**src/rtl/sw_pkg.sv**
```systemverilog
// Shared constants and types for the base feeder.
// Holds chunk geometry, base codes and read FSM states.
package sw_pkg;

    localparam int PE_ARRAY_SIZE     = 4;
    localparam int PE_ARRAY_SIZE_LOG = 2;

    typedef enum logic [1:0] {
        BASE_A = 2'd0,
        BASE_C = 2'd1,
        BASE_G = 2'd2,
        BASE_T = 2'd3
    } base_t;

    typedef enum logic [1:0] {
        ST_IDLE = 2'd0,
        ST_PEND = 2'd1,
        ST_EMIT = 2'd2,
        ST_END  = 2'd3
    } rd_state_t;

endpackage

```
**src/rtl/s_chunk_packer.sv**
```systemverilog
// One chunk buffer: packs bases in arrival order, then seals
// with a count and a last flag until it is freed.
module s_chunk_packer
    import sw_pkg::*;
#(
    parameter int N  = PE_ARRAY_SIZE,
    parameter int LG = PE_ARRAY_SIZE_LOG
) (
    input  logic          clk,
    input  logic          rst,
    input  logic          push,
    input  logic [1:0]    base,
    input  logic          last_in,
    input  logic          free,
    output logic [2*N-1:0] data,
    output logic [LG:0]   cnt,
    output logic          sealed,
    output logic          last
);

    always_ff @(posedge clk) begin
        if (rst || free) begin
            data   <= '0;
            cnt    <= '0;
            sealed <= 1'b0;
            last   <= 1'b0;
        end else if (push && !sealed) begin
            data[{cnt[LG-1:0], 1'b0} +: 2] <= base;
            cnt <= cnt + 1'b1;
            if (cnt == (LG+1)'(N-1) || last_in) begin
                sealed <= 1'b1;
                last   <= last_in;
            end
        end
    end

endmodule

```
**src/rtl/s_feeder.sv**
```systemverilog
// Ping-pong base feeder: packs host bases into chunks and hands
// one chunk per request to the calculator, ending with o_done.
module s_feeder #(
    parameter int PE_ARRAY_SIZE     = sw_pkg::PE_ARRAY_SIZE,
    parameter int PE_ARRAY_SIZE_LOG = sw_pkg::PE_ARRAY_SIZE_LOG
) (
    input  logic                         clk,
    input  logic                         rst,
    input  logic                         i_clear,
    input  logic [1:0]                   i_base,
    input  logic                         i_base_valid,
    input  logic                         i_base_last,
    output logic                         o_base_ready,
    input  logic                         i_request_s,
    output logic [2*PE_ARRAY_SIZE-1:0]   o_s,
    output logic [PE_ARRAY_SIZE_LOG:0]   o_s_valid,
    output logic                         o_s_strobe,
    output logic                         o_done
);
    import sw_pkg::*;

    localparam int N  = PE_ARRAY_SIZE;
    localparam int LG = PE_ARRAY_SIZE_LOG;

    rd_state_t      state;
    logic           clr;
    logic           wr_sel;
    logic           rd_sel;
    logic           last_seen;
    logic           eos_pend;
    logic           marker;
    logic           done_q;
    logic           accept;
    logic           seal_now;
    logic           avail;
    logic           emit_chunk;
    logic           fin_now;
    logic [2*N-1:0] data [2];
    logic [LG:0]    cnt [2];
    logic [1:0]     sealed;
    logic [1:0]     last;
    logic [1:0]     push;
    logic [1:0]     free;

    assign clr        = rst | i_clear;
    assign accept     = i_base_valid & o_base_ready;
    assign seal_now   = accept & ((cnt[wr_sel] == (LG+1)'(N-1)) | i_base_last);
    // With no sealed buffer the read pointer sits on the write buffer,
    // so a seal happening this cycle is visible to the request.
    assign avail      = sealed[rd_sel] | seal_now;
    assign emit_chunk = (state == ST_EMIT) & ~marker;
    assign fin_now    = marker | (last[rd_sel] & (cnt[rd_sel] != (LG+1)'(N)));

    for (genvar g = 0; g < 2; g++) begin : g_buf
        assign push[g] = accept & (wr_sel == 1'(g));
        assign free[g] = emit_chunk & (rd_sel == 1'(g));

        s_chunk_packer #(.N(N), .LG(LG)) u_pack (
            .clk    (clk),
            .rst    (clr),
            .push   (push[g]),
            .base   (i_base),
            .last_in(i_base_last),
            .free   (free[g]),
            .data   (data[g]),
            .cnt    (cnt[g]),
            .sealed (sealed[g]),
            .last   (last[g])
        );
    end

    assign o_s_strobe   = (state == ST_EMIT);
    assign o_done       = done_q | (o_s_strobe & fin_now);
    assign o_base_ready = ~sealed[wr_sel] & ~last_seen & ~o_done;
    assign o_s          = emit_chunk ? data[rd_sel] : '0;
    assign o_s_valid    = emit_chunk ? cnt[rd_sel] : '0;

    always_ff @(posedge clk) begin
        if (clr) begin
            state     <= ST_IDLE;
            wr_sel    <= 1'b0;
            rd_sel    <= 1'b0;
            last_seen <= 1'b0;
            eos_pend  <= 1'b0;
            marker    <= 1'b0;
            done_q    <= 1'b0;
        end else begin
            if (accept && i_base_last)
                last_seen <= 1'b1;
            if (seal_now)
                wr_sel <= ~wr_sel;
            case (state)
                ST_IDLE: begin
                    if (i_request_s) begin
                        if (eos_pend) begin
                            state    <= ST_EMIT;
                            marker   <= 1'b1;
                            eos_pend <= 1'b0;
                        end else if (avail) begin
                            state <= ST_EMIT;
                        end else begin
                            state <= ST_PEND;
                        end
                    end
                end
                ST_PEND: begin
                    if (seal_now)
                        state <= ST_EMIT;
                end
                ST_EMIT: begin
                    marker <= 1'b0;
                    if (!marker)
                        rd_sel <= ~rd_sel;
                    if (fin_now) begin
                        state  <= ST_END;
                        done_q <= 1'b1;
                    end else begin
                        state <= ST_IDLE;
                        // A full last chunk still owes an end-marker.
                        if (last[rd_sel])
                            eos_pend <= 1'b1;
                    end
                end
                ST_END:  state <= ST_END;
                default: state <= ST_IDLE;
            endcase
        end
    end

endmodule
```
**config.mk**
```make
export PLATFORM = sky130hd
export DESIGN_NAME = s_feeder
export DESIGN_NICKNAME = d
export VERILOG_FILES = /design/src/rtl/sw_pkg.sv /design/src/rtl/s_chunk_packer.sv /design/src/rtl/s_feeder.sv
export SDC_FILE = /design/constraint.sdc
export NUM_CORES = 1
export LEC_CHECK = 0
export ABC_AREA = 1
export CAP_MARGIN = 5
export CORE_ASPECT_RATIO = 1.5
export CORE_UTILIZATION = 50
export CTS_CLUSTER_SIZE = 40
export DETAILED_ROUTE_END_ITERATION = 10
export PLACE_DENSITY = 0.71
export SETUP_SLACK_MARGIN = 0.4
export SKIP_CTS_REPAIR_TIMING = 1
export SLEW_MARGIN = 5
export SYNTH_ARGS = -nofsm -noshare
export SYNTH_HDL_FRONTEND = slang
export SYNTH_SLANG_ARGS = --single-unit
```
**constraint.sdc**
```tcl
create_clock -name clk -period 4.2 [get_ports clk]
set_input_delay 0.84 -clock clk [delete_from_list [all_inputs] [get_ports clk]]
set_output_delay 0.84 -clock clk [all_outputs]
set_load 0.005 [all_outputs]
```
==> summary.txt <==
Drt
  – Initial drt markers: 36
  – DR pass1 iterations: 4
  – WL/cell: 12.9 µm
  – Overall routed net length: around 4.3 mm
  – Vias: about 1.7k
  – Via/cell ratio: 5.21
  – Number of nets still failing antenna checks after routing: 0
  – Post-route DRC: 0

Synthesis
  – Post-synth EDFFs: 0
  – Post-Synth Simple-Gate Area: 0.257
  – Synthesized area: 0.00192 mm²
  – Synthesis Warnings: 0
  – Synth unique cells: 32
  – Register area share after synthesis: 0.354
  – XOR/XNOR Fraction of Synth Area: 0
  – Syn_area_per_cell: 7.17 µm²
  – Post-synthesis adder-cell area fraction: 0.0911
  – Synth Area in Compound Gates: 0.182
  – Cells after Synth: ~270
  – Syn_nets: 290
  – Async set-reset flop share out of synthesis: 0
  – Top FF cell, synth: dfxtp_1
  – Combinational family with the most area after synthesis: simple AND/OR/NAND/NOR gates
  – Seq cells post-synth: 34
  – Post-synthesis mux area share: 0

Timing
  – RSZ-0062 raised after global routing: false
  – Final Hold Vio Count: 0
  – Final setup vio count: 0
  – Worst hold slack: around 0.46 ns
  – Final Cycle Share: 0.740
  – Max Fclk: 322 MHz
  – Setup TNS: 0 ns
  – Final Slew Violations: 0
  – Final Skew: 0.00953 ns
  – Actual slew at the worst max-slew pin: between 0.6 and 0.7 ns
  – Fin worst setup slack: 1.09 ns
  – Slew HR: 0.585
  – Minimum clock period: 3.11 ns

Clock network
  – CTS Buf Count: 5
  – CTS H-tree depth: 2
  – CTS Sinks: 34
  – CTS tree: built
  – Clock transition at path regs: 0.07 ns
  – Worst skew pair latency: 0.29 ns
  – Clock tree buffer depth: 2
  – Clock root buffer: clkbuf_8

Worst setup path
  – WP data required: 3.36 ns
  – Worst EP arrival: 2.27 ns
  – Nature of the critical path endpoint: output pin
  – Crit path kind: reg2out
  – R2R setup slack: 2.15 ns
  – CP startpoint kind: flop
  – Reg2reg start: g_buf[0].u_pack.cnt[0]$_SDFFE_PP0P_
  – Worst setup path startpoint: state[1]$_SDFFE_PP0P_
  – Cells on worst reg2reg path: 12
  – FF-to-FF End: g_buf[0].u_pack.data[1]$_SDFFE_PP0P_
  – Worst-path fanout max: 6

GRT
  – Grt total ovfl: 0
  – Vias in the first global route: ~1.7k
  – First-pass GRT wire length: 7.23 mm
  – Initial antenna violation count: 0
  – GRT Total Usage: 0.235
  – Largest net degree at the start of global routing: 13

Cells and area
  – Share of layout cells above drive strength 1: 0.0788
  – Post-route cell area: 0.00225 mm²
  – Layout area overhead: 16.9%
  – Commonest non-fill, non-tap cell in the layout: nand2_1
  – Diodes inserted: 0
  – Most frequent cells in the layout: 54 x nand2_1, 40 x inv_1, 34 x dfxtp_1, 29 x a21oi_1, 24 x nor2_1
  – Final core occ: 0.610
  – Nets@finish: 313

Placement
  – RePlAce Congestion: 0.897
  – Dpl cell area: 0.00214 mm²
  – IO buf count: 21
  – Dpl hpwl: 3.20 mm
  – Dpl ws: 1.45 ns

Die
  – Starting Density: 0.522
  – Core box area: 0.00368 mm²
  – Die Wd: 52.6 µm
  – Die height: a little under 80 µm
  – Ports: 22
  – Die area: 0.00410 mm²
  – # rows: 27

Min path
  – Hold Path End: g_buf[0].u_pack.last$_SDFFE_PP0P_
  – Type of the most critical hold path: reg2reg
  – Worst hold stages: 2
  – Min-delay src: g_buf[0].u_pack.last$_SDFFE_PP0P_

Power
  – Max VDD drop: between 0.2 and 0.3 mV
  – Pleak: 0.879 nW
  – Pwr Density: 316 mW/mm²

Run
  – Total of max-cap violations: 0

Outcome
  – Run status: completed
## routing by layer
layer	GRT usage	vias to the layer above	routed length, µm
met5	0	-	0
met4	0.105	0	122
met3	0.0431	13	160
met2	0.405	40	2110
met1	0.271	774	1930
li1	-	918	-
## stage by stage
stage / instances / power (W)
2_1_floorplan: 268 / 0.000406
3_3_place_gp: 327 / 0.000431
3_5_place_dp: 327 / 0.000431
4_1_cts: 335 / 0.000712
5_1_grt: 335 / 0.000740
6_report: 335 / 0.000709
## synth_stat cells (4+ instances only)
library cell	n	share of area
a21oi_1	29	0.076
buf_6	4	0.023
dfxtp_1	34	0.35
ha_1	14	0.091
inv_1	40	0.078
nand2_1	54	0.11
nand3_1	6	0.016
nor2_1	24	0.047
nor3_1	9	0.023
o21ai_0	12	0.031
o21ai_1	10	0.026
o22ai_1	5	0.016
## critical path: stages (launching register included)
cell,delay (ns)
dfxtp_1,0.34
inv_1,0.08
nor2_2,0.20
inv_1,0.09
nor2_1,0.09
inv_1,0.10
nor2_1,0.21
inv_1,0.16
o22ai_1,0.19
clkdlybuf4s50_1,0.54
## how the worst max path moves through the flow
stage | cells past startpoint | slack, ns | to
final | 9 | 1.09 | o_s[7]
after CTS | 9 | 1.11 | o_s[7]
after detailed placement | 9 | 1.45 | o_s[7]
after global routing | 9 | 0.88 | o_s[3]
after global placement | 9 | 1.51 | o_s[4]
after floorplan | 8 | 2.06 | o_s[4]
## flip-flops by register name, summed over array words and instances (netlist names)
name	cells
g_buf.u_pack.data	16
g_buf.u_pack.cnt	6
g_buf.u_pack.last	2
g_buf.u_pack.sealed	2
state	2
done_q	1
eos_pend	1
last_seen	1
marker	1
rd_sel	1
wr_sel	1
## power by group
| group | leakage [nW] | internal (W) | switching [W] |
|---|---|---|---|
| registers | 0.275 | 0.000330 | 0.00000752 |
| clock network | 0.0575 | 0.000166 | 0.000118 |
| logic | 0.547 | 0.0000329 | 0.0000547 |
| total | 0.879 | 0.000528 | 0.000181 |
## logic make-up (layout without fill, tap and decap cells)
family                     Yosys count  after routing
adders and majority gates           14             14
and+or+nand+nor                    107            107
AOI/OAI and AO/OA                   64             64
buffers and inverters               49             73
DFF                                 34             34
## area by class of cell
cell class	count	area, µm²
clock buffers	8	110
fillers	360	1440
inverters	44	173
multi-input cells	185	1020
flip-flops and latches	34	681
well taps	43	53.8
repair buffers	21	210
Power figures use the tool's default switching activity.
